$ cat config.mk
export PLATFORM = sky130hd
export DESIGN_NAME = tdm_demux_rx
export DESIGN_NICKNAME = d
export VERILOG_FILES = /design/src/rtl/tdm_pkg.sv /design/src/rtl/tdm_slot_decoder.sv /design/src/rtl/tdm_demux_rx.sv
export SDC_FILE = /design/constraint.sdc
export NUM_CORES = 1
export LEC_CHECK = 0
export BUFFER_PORTS_ARGS = -buffer_cell sky130_fd_sc_hd__buf_2
export CORE_MARGIN = 2
export CORE_UTILIZATION = 30
export CTS_CLUSTER_DIAMETER = 150
export DETAILED_ROUTE_END_ITERATION = 8
export GPL_TIMING_DRIVEN = 0
export PLACE_DENSITY = 0.58
export SLEW_MARGIN = 20
export SYNTH_ARGS = -nofsm -noshare
export SYNTH_HDL_FRONTEND = slang
export SYNTH_HIERARCHICAL = 1
export SYNTH_SLANG_ARGS = --single-unit
$ cat constraint.sdc
create_clock -name clk -period 2.1 [get_ports clk]
set_input_delay 0.21 -clock clk [delete_from_list [all_inputs] [get_ports clk]]
set_output_delay 0.21 -clock clk [all_outputs]
set_load 0.02 [all_outputs]
$ cat src/rtl/tdm_pkg.sv
// ---------------------------------------------------------------------------
// tdm_pkg
//   Shared definitions for the TDM serial link (transmitter and receiver).
//   - state_e        : receiver framing states (PAR only reachable when
//                      TDM_RX_PARITY_EN is defined)
//   - NCH_DEFAULT    : default channels per frame
//   - SEL_W_DEFAULT  : default slot counter width (log2 of NCH_DEFAULT)
//   - tdm_parity()   : even parity over up to 16 data bits; callers
//                      zero-extend narrower frames
// ---------------------------------------------------------------------------
package tdm_pkg;

  localparam int NCH_DEFAULT   = 8;
  localparam int SEL_W_DEFAULT = 3;

  typedef enum logic [1:0] {
    HUNT = 2'd0,
    RECV = 2'd1,
    PAR  = 2'd2
  } state_e;

  // Zero-extension of a narrower frame does not change the XOR result.
  function automatic logic tdm_parity(input logic [15:0] data);
    return ^data;
  endfunction

endpackage

$ cat src/rtl/tdm_slot_decoder.sv
// ---------------------------------------------------------------------------
// tdm_slot_decoder
//   SEL_W-to-NCH one-hot decoder gated by an enable. Turns the receiver slot
//   counter into per-bit write enables for the shift buffer, mirroring the
//   select decode of the transmit multiplexer.
//   Ports:
//     sel_i    [SEL_W-1:0]  slot index
//     en_i                  gate; all outputs are 0 when low
//     onehot_o [NCH-1:0]    onehot_o[sel_i] = en_i
// ---------------------------------------------------------------------------
module tdm_slot_decoder
  import tdm_pkg::*;
#(
  parameter int NCH   = NCH_DEFAULT,
  parameter int SEL_W = SEL_W_DEFAULT
) (
  input  logic [SEL_W-1:0] sel_i,
  input  logic             en_i,
  output logic [NCH-1:0]   onehot_o
);

  // NOTE: assigning a default before any conditional assignment keeps a
  // combinational block from inferring a latch.
  always_comb begin
    onehot_o = '0;
    if (en_i) onehot_o[sel_i] = 1'b1;
  end

endmodule

$ cat src/rtl/tdm_demux_rx.sv
// ---------------------------------------------------------------------------
// tdm_demux_rx
//   Receive end of the TDM serial link. Rebuilds an NCH-bit parallel frame
//   from a one-bit stream, one bit per enabled slot, aligned by a sync marker
//   that accompanies every slot-0 bit.
//   Optional feature macro: TDM_RX_PARITY_EN adds a trailing even-parity slot
//   per frame (state PAR); when undefined, par_err is tied to 0.
//   Ports:
//     clk          clock, all activity on the rising edge
//     rst          synchronous, active-high reset
//     sin          serial data bit for the current slot
//     en           bit strobe; sin/sync sampled only when high
//     sync         frame marker, high on the slot-0 bit of each frame
//     q            last complete frame, q[k] = bit from slot k
//     frame_valid  one-cycle pulse, q just updated
//     locked       receiver aligned to frames
//     slot         index of the next slot to be received
//     sync_err     one-cycle pulse on alignment fault
//     par_err      one-cycle pulse on parity failure
// ---------------------------------------------------------------------------
module tdm_demux_rx
  import tdm_pkg::*;
#(
  parameter int NCH   = NCH_DEFAULT,
  parameter int SEL_W = SEL_W_DEFAULT
) (
  input  logic             clk,
  input  logic             rst,
  input  logic             sin,
  input  logic             en,
  input  logic             sync,
  output logic [NCH-1:0]   q,
  output logic             frame_valid,
  output logic             locked,
  output logic [SEL_W-1:0] slot,
  output logic             sync_err,
  output logic             par_err
);

  localparam logic [SEL_W-1:0] LAST_SLOT = SEL_W'(NCH - 1);
  localparam logic [SEL_W-1:0] ONE       = SEL_W'(1);

  state_e           state_q, state_d;
  logic [SEL_W-1:0] slot_q, slot_d;
  logic [NCH-1:0]   buf_q, buf_d;
  logic [NCH-1:0]   frame_q, frame_d;
  logic             fv_q, fv_d;
  logic             locked_q, locked_d;
  logic             serr_q, serr_d;
  logic             perr_q, perr_d;

  logic             buf_write;
  logic [NCH-1:0]   buf_we;

  // An in-order data bit: slot 0 must carry sync, every other slot must not.
  // Out-of-order bits (resync, lost lock) are handled by the FSM instead.
  assign buf_write = en && (state_q == RECV) && ((slot_q == '0) == sync);

  tdm_slot_decoder #(
    .NCH   (NCH),
    .SEL_W (SEL_W)
  ) u_slot_decoder (
    .sel_i    (slot_q),
    .en_i     (buf_write),
    .onehot_o (buf_we)
  );

  always_comb begin
    state_d  = state_q;
    slot_d   = slot_q;
    buf_d    = buf_q;
    frame_d  = frame_q;
    fv_d     = 1'b0;
    locked_d = locked_q;
    serr_d   = 1'b0;
    perr_d   = 1'b0;

    for (int k = 0; k < NCH; k++) begin
      if (buf_we[k]) buf_d[k] = sin;
    end

    if (en) begin
      unique case (state_q)
        HUNT: begin
          if (sync) begin
            buf_d    = {{(NCH-1){1'b0}}, sin};
            slot_d   = ONE;
            locked_d = 1'b1;
            state_d  = RECV;
          end
        end

        RECV: begin
          if (slot_q == '0) begin
            if (sync) begin
              slot_d = ONE;
            end else begin
              // Missing marker where a frame should start: drop the bit.
              serr_d   = 1'b1;
              locked_d = 1'b0;
              slot_d   = '0;
              state_d  = HUNT;
            end
          end else if (sync) begin
            // Marker arrived early: discard the partial frame, restart at 0.
            serr_d = 1'b1;
            buf_d  = {{(NCH-1){1'b0}}, sin};
            slot_d = ONE;
          end else if (slot_q == LAST_SLOT) begin
`ifdef TDM_RX_PARITY_EN
            // Slot stays at NCH-1 while the parity bit is awaited.
            state_d = PAR;
`else
            frame_d = {sin, buf_q[NCH-2:0]};
            fv_d    = 1'b1;
            slot_d  = '0;
`endif
          end else begin
            slot_d = slot_q + ONE;
          end
        end

`ifdef TDM_RX_PARITY_EN
        PAR: begin
          if (sync) begin
            serr_d  = 1'b1;
            buf_d   = {{(NCH-1){1'b0}}, sin};
            slot_d  = ONE;
            state_d = RECV;
          end else begin
            if (tdm_parity(16'(buf_q)) ^ sin) begin
              perr_d = 1'b1;
            end else begin
              frame_d = buf_q;
              fv_d    = 1'b1;
            end
            slot_d  = '0;
            state_d = RECV;
          end
        end
`endif

        default: begin
          state_d  = HUNT;
          slot_d   = '0;
          locked_d = 1'b0;
        end
      endcase
    end
  end

  // NOTE: sequential state uses non-blocking assignments so every register
  // samples the pre-edge values; reset is checked first so it wins over a
  // frame-completing edge.
  always_ff @(posedge clk) begin
    if (rst) begin
      state_q  <= HUNT;
      slot_q   <= '0;
      buf_q    <= '0;
      frame_q  <= '0;
      fv_q     <= 1'b0;
      locked_q <= 1'b0;
      serr_q   <= 1'b0;
      perr_q   <= 1'b0;
    end else begin
      state_q  <= state_d;
      slot_q   <= slot_d;
      buf_q    <= buf_d;
      frame_q  <= frame_d;
      fv_q     <= fv_d;
      locked_q <= locked_d;
      serr_q   <= serr_d;
      perr_q   <= perr_d;
    end
  end

  assign q           = frame_q;
  assign frame_valid = fv_q;
  assign locked      = locked_q;
  assign slot        = slot_q;
  assign sync_err    = serr_q;
  assign par_err     = perr_q;

endmodule

Yosys cells after proc, flatten, opt, wreduce, memory -nomap -nowiden

Cells that the tools add are included.

Input port bits: 5
Bits in registers: 24
Logic and storage cells: 63

Reduce and logical (&&, ||, !) cells: 10
Bitwise gates (word level): 4
$lt $le $gt $ge: 2
$add $sub $neg: 1
Multiplexer cells: 33
Eq/ne operators: 6

Operator list:

| cell                | count |
|---|---|
| $mux 8              | 4 |
| $mux 1              | 17 |
| $pmux 8 s2          | 1 |
| $mux 3              | 4 |
| $mux 2              | 3 |
| $pmux 3 s2          | 1 |
| $reduce_and 5->1    | 1 |
| $reduce_or 5->1     | 1 |
| $lt 3x4->1 const B  | 1 |
| $ne 2x2->1 const B  | 2 |
| $not 1->1           | 4 |
| $pmux 2 s2          | 1 |
| $reduce_and 4->1    | 1 |
| $add 3x1->3 const B | 1 |
| $demux 1 s3         | 1 |
| $eq 3x3->1 const B  | 1 |
| $ge 3x1->1 const B  | 1 |
| $logic_and 1x1->1   | 3 |
| $logic_not 3->1     | 1 |
| $reduce_or 3->1     | 1 |
| $eq 2x1->1 const B  | 1 |
| $logic_not 2->1     | 1 |
| $ne 2x1->1 const B  | 1 |
| $pmux 1 s2          | 1 |
| other kinds (2)     | 2 |

Longest topological paths before layout

Depth after elaboration: 10
Gate-level depth with buffers: 8

Cells and area by module

Netlist, hierarchy kept.

By module, submodules not included:

| module           | area an instance (sq um) | times used | sequential area each (sq um) | cells an instance |
|---|---|---|---|---|
| tdm_demux_rx     | 868.3                    | 1          | 420.4                        | 96 |
| tdm_slot_decoder | 96.3                     | 1          | 0.0                          | 8 |

Least setup slack after synthesis

OpenSTA, ideal clock, no wires.

Kind: reg2reg
From: register slot_q[0] (netlist: slot[0])
To: register buf_q[1]
Data arrival time: 1.936 ns
Path slack: 0.049 ns
Cell stages (with the launch flop): 9
Required time: 1.985 ns
Cell sequence: dfxtp_1 > inv_1 > ha_1 > nand2b_1 > ha_1 > nor2_1 > and4bb_2 > mux2i_1 > nor2_1

Elaborated cells on any way between the ends: 14

RTL lines:

| item                     | line                                    | RTL |
|---|---|---|
| start: declaration       | tdm_demux_rx.sv:44                      | `logic [SEL_W-1:0] slot_q, slot_d;` |
| start signal: assignment | tdm_demux_rx.sv:167                     | `slot_q <= slot_d;` |
| $logic_not 3->1 (*)      | tdm_demux_rx.sv:57                      | `assign buf_write = en && (state_q == RECV) && ((slot_q == '0) == sync);` |
| $eq 1x1->1 (*)           | tdm_demux_rx.sv:57                      |  |
| $logic_and 1x1->1 (*)    | tdm_demux_rx.sv:57                      |  |
| via buf_write            | tdm_demux_rx.sv:52                      | `logic buf_write;` |
| $mux 8 (*)               | tdm_slot_decoder.sv:26                  | `if (en_i) onehot_o[sel_i] = 1'b1;` |
| via buf_we[1]            | tdm_demux_rx.sv:53                      | `logic [NCH-1:0] buf_we;` |
| $mux 1 (*)               | tdm_demux_rx.sv:79                      | `if (buf_we[k]) buf_d[k] = sin;` |
| $mux 8                   | tdm_demux_rx.sv:85, tdm_demux_rx.sv:104 |  |
| $mux 8                   | tdm_demux_rx.sv:94                      | `if (slot_q == '0) begin` |
| $pmux 8 s2               | tdm_demux_rx.sv:83                      | `unique case (state_q)` |
| $mux 8 (*)               | tdm_demux_rx.sv:82                      | `if (en) begin` |
| end signal: assignment   | tdm_demux_rx.sv:168                     | `buf_q <= buf_d;` |
| end: declaration         | tdm_demux_rx.sv:45                      | `logic [NCH-1:0] buf_q, buf_d;` |

Mark *: on every way through the listed nets, which the timed path passes. The rest lies on a longest branch.
A chain may end at the register's enable or synchronous reset.

Worst setup path in the final report

Same ends and word-level chain as after synthesis.

==> out/summary.md <==
At the end of routability-driven placement, the weighted congestion stood at 0.7365. The number of fill cells in the layout is 333, and the leftover overflow at the end of global routing is 0. In the layout the commonest cells are sky130_fd_sc_hd__dfxtp_1 (19), sky130_fd_sc_hd__nand2_1 (18), sky130_fd_sc_hd__buf_2 (17). The net count of the mapped netlist is 112. The number of I/O pins is 20, and the met2 capacity usage during global routing is 0.1988. After floorplanning, the core was divided into 20 placement rows. The slack of the critical path was 0.1817 ns; the number of search-and-repair iterations in the first detailed-routing pass was 4.

The sequential standard cell area is 427.9 sq um. At the worst endpoint, the arrival time is 2.13 ns. The number of global-route vias before repair was 743. Compared with the post-synthesis result, the final layout area differs by 18.61%. The power per standard cell area is 582.2 mW/mm^2. TritonCTS built the clock tree. The floorplan step defined a die boundary enclosing 0.003649 sq mm.

The fraction of final layout cells with drive strength greater than 1 is 0.3008, and the pre-CTS setup slack is -0.08878 ns. Counting every sink on the clock net gives 21. Buffers inserted during clock tree synthesis total 3. The net switching fraction of the power was 0.2534.

The first element of the critical path was slot[0]. The logs give 0.3153 for the initial standard-cell utilization of the core and 13 for the starting DRC count in detailed routing. The number of cells produced by synthesis is 103, and the maximum clock path buffer count is 2. The fmax was 521.3 MHz. The logs give 776 for the vias after detailed routing and 1354 microns for the post-DP HPWL.

The clock tree skew after final layout was 0.009373 ns; the global-route met3 utilization was 0.02559. The number of inserted diodes is 0, and the number of nets in the finished design is 133. In this run the standard cell core region covers 0.003028 sq mm. The net load switching power came out at 0.1671 mW. For this run, the number of Yosys warnings is 6. Most common cell after layout, fill and taps aside: sky130_fd_sc_hd__dfxtp_1.

The internal power is 0.4922 mW. Critical path class: reg -> reg. The worst register-to-register path begins at slot[0]. Of all nets on the critical path, the largest fanout is 12. The die span in x was 60.41 microns. In this run the clock root is driven by a sky130_fd_sc_hd__clkbuf_4. Overall fraction of global-route tracks in use: 0.1176.

The number of antenna violations at the first check in global routing is 0, and the share of the cycle needed by the critical path after routing is 0.9135. The run finished with clean final reports. Clock-pin slew was measured on the worst setup and hold paths at 0.12 ns. The total number of H-tree levels came out at 1.

Once placement finished, the instance area stood at 0.001090 sq mm. For this design the static power due to leakage is 0.4627 nW. The die is 60.41 microns tall.

In this run the tool buffered the top-level ports with 16 buffer cells. For the met1 global-route usage, the log shows 0.1345. The average footprint of a synthesized cell works out to 9.269 sq um. In this run the most used layer during global routing was met2.

First-pass GRT wire length: 3153 microns. In this run the worst hold path is classified as in -> reg. The element type at the critical path end is a flop. STA classifies the critical path startpoint as a flop. The detail route stage leaves a number of antenna-violating nets equal to 0. Multi-input combinational cell area: 499.2 sq um.

The logs give 0.001132 sq mm for the design area and 0.080 for the part of the power in combinational logic. The number of slew-limit violations in the final report came out at 0. The run gives 0 as the count of endpoints failing hold in the final timing report. The sequential group share of total power is 0.619, and the post-synthesis instance area is 954.7 sq um. Data on the critical path is required at its endpoint by 2.31 ns. The reported max-cap violation count is 0, and the remaining routing DRC violations is 0. The tools report the source of the worst hold timing path as sync. Clock network fraction of design power: 0.301. After detailed routing, the total wire length is 1832 microns. The clock reaches the later pin of the worst-skew pair after 0.31 ns.

The worst-case IR drop observed on VDD is 0.1703 mV. The worst path in the final design needs a cycle of 1.918 ns, including I/O delays and setup. After detailed routing, the average wire length per cell comes to 10.97 microns. Setup violations remaining at the end of the flow were counted as 0. Setup repair after global routing left no endpoint under its margin.

The via density per instance is 4.647, and the post-CTS setup repair buffer count is 0. Entering global routing, the biggest net connects 13 pins.
-- final cells by class --
cell class / count / share of cell area
Multi-Input combinational cell: 73 / 0.4409
Inverter: 4 / 0.01326
Sequential cell: 21 / 0.3779
Buffer: 5 / 0.02431
Clock buffer: 3 / 0.01989
Timing Repair Buffer: 16 / 0.07072
Tap cell: 44 / 0.04862
Clock inverter: 1 / 0.004420
-- per-stage QoR --
step	total power, mW	util	TNS, ns	cells	hold slack (ns)
2_1_floorplan	0.4525	-	0	103	0.3460
3_3_place_gp	0.4680	0.3599	-0.2875	163	0.4379
3_5_place_dp	0.4689	0.3599	-0.5383	163	0.4463
4_1_cts	0.6651	0.3698	0	167	0.1968
5_1_grt	0.6891	0.3740	0	167	0.2142
6_report	0.6592	0.3740	0	167	0.2018
-- registers in the layout (all words and copies together) (netlist names) --
name         flops
q                8
buf_q            7
slot             3
frame_valid      1
locked           1
sync_err         1
-- metal layers --
layer  vias up  wire length, microns
li1        401                     -
met1       356                   856
met2        15                   879
met3         4                    54
met4         0                    41
met5         -                     0
-- power by group through the flow --
stage / logic, mW / clock network, mW / registers (mW)
6_report: 0.0525 / 0.199 / 0.408
3_3_place_gp: 0.0498 / 0 / 0.418
3_5_place_dp: 0.0505 / 0 / 0.418
2_1_floorplan: 0.0323 / 0 / 0.420
4_1_cts: 0.0508 / 0.205 / 0.410
5_1_grt: 0.0592 / 0.220 / 0.410
-- repair_timing --
action | in CTS | in global routing
gates resized for setup | 2 | 4
endpoints found under the setup margin | 7 | 7
hold buffers | 0 | 0
gates cloned | 0 | 0
-- worst paths after layout --
kind / cells after the start / slack (ns) / end
max: 8 / 0.18 / buf_q[1]
min: 3 / 0.20 / locked
max reg2reg: 8 / 0.18 / buf_q[1]
min reg2reg: 2 / 0.46 / q[6]
-- worst max-delay path, cell delays in order, from the launching register on --
cell                       delay [ns]
sky130_fd_sc_hd__dfxtp_4         0.43
sky130_fd_sc_hd__inv_1           0.06
sky130_fd_sc_hd__ha_1            0.20
sky130_fd_sc_hd__nand2b_1        0.18
sky130_fd_sc_hd__ha_1            0.30
sky130_fd_sc_hd__nor2_4          0.17
sky130_fd_sc_hd__and4bb_2        0.25
sky130_fd_sc_hd__mux2i_1         0.17
sky130_fd_sc_hd__nor2_1          0.05
Power figures use the tool's default switching activity.
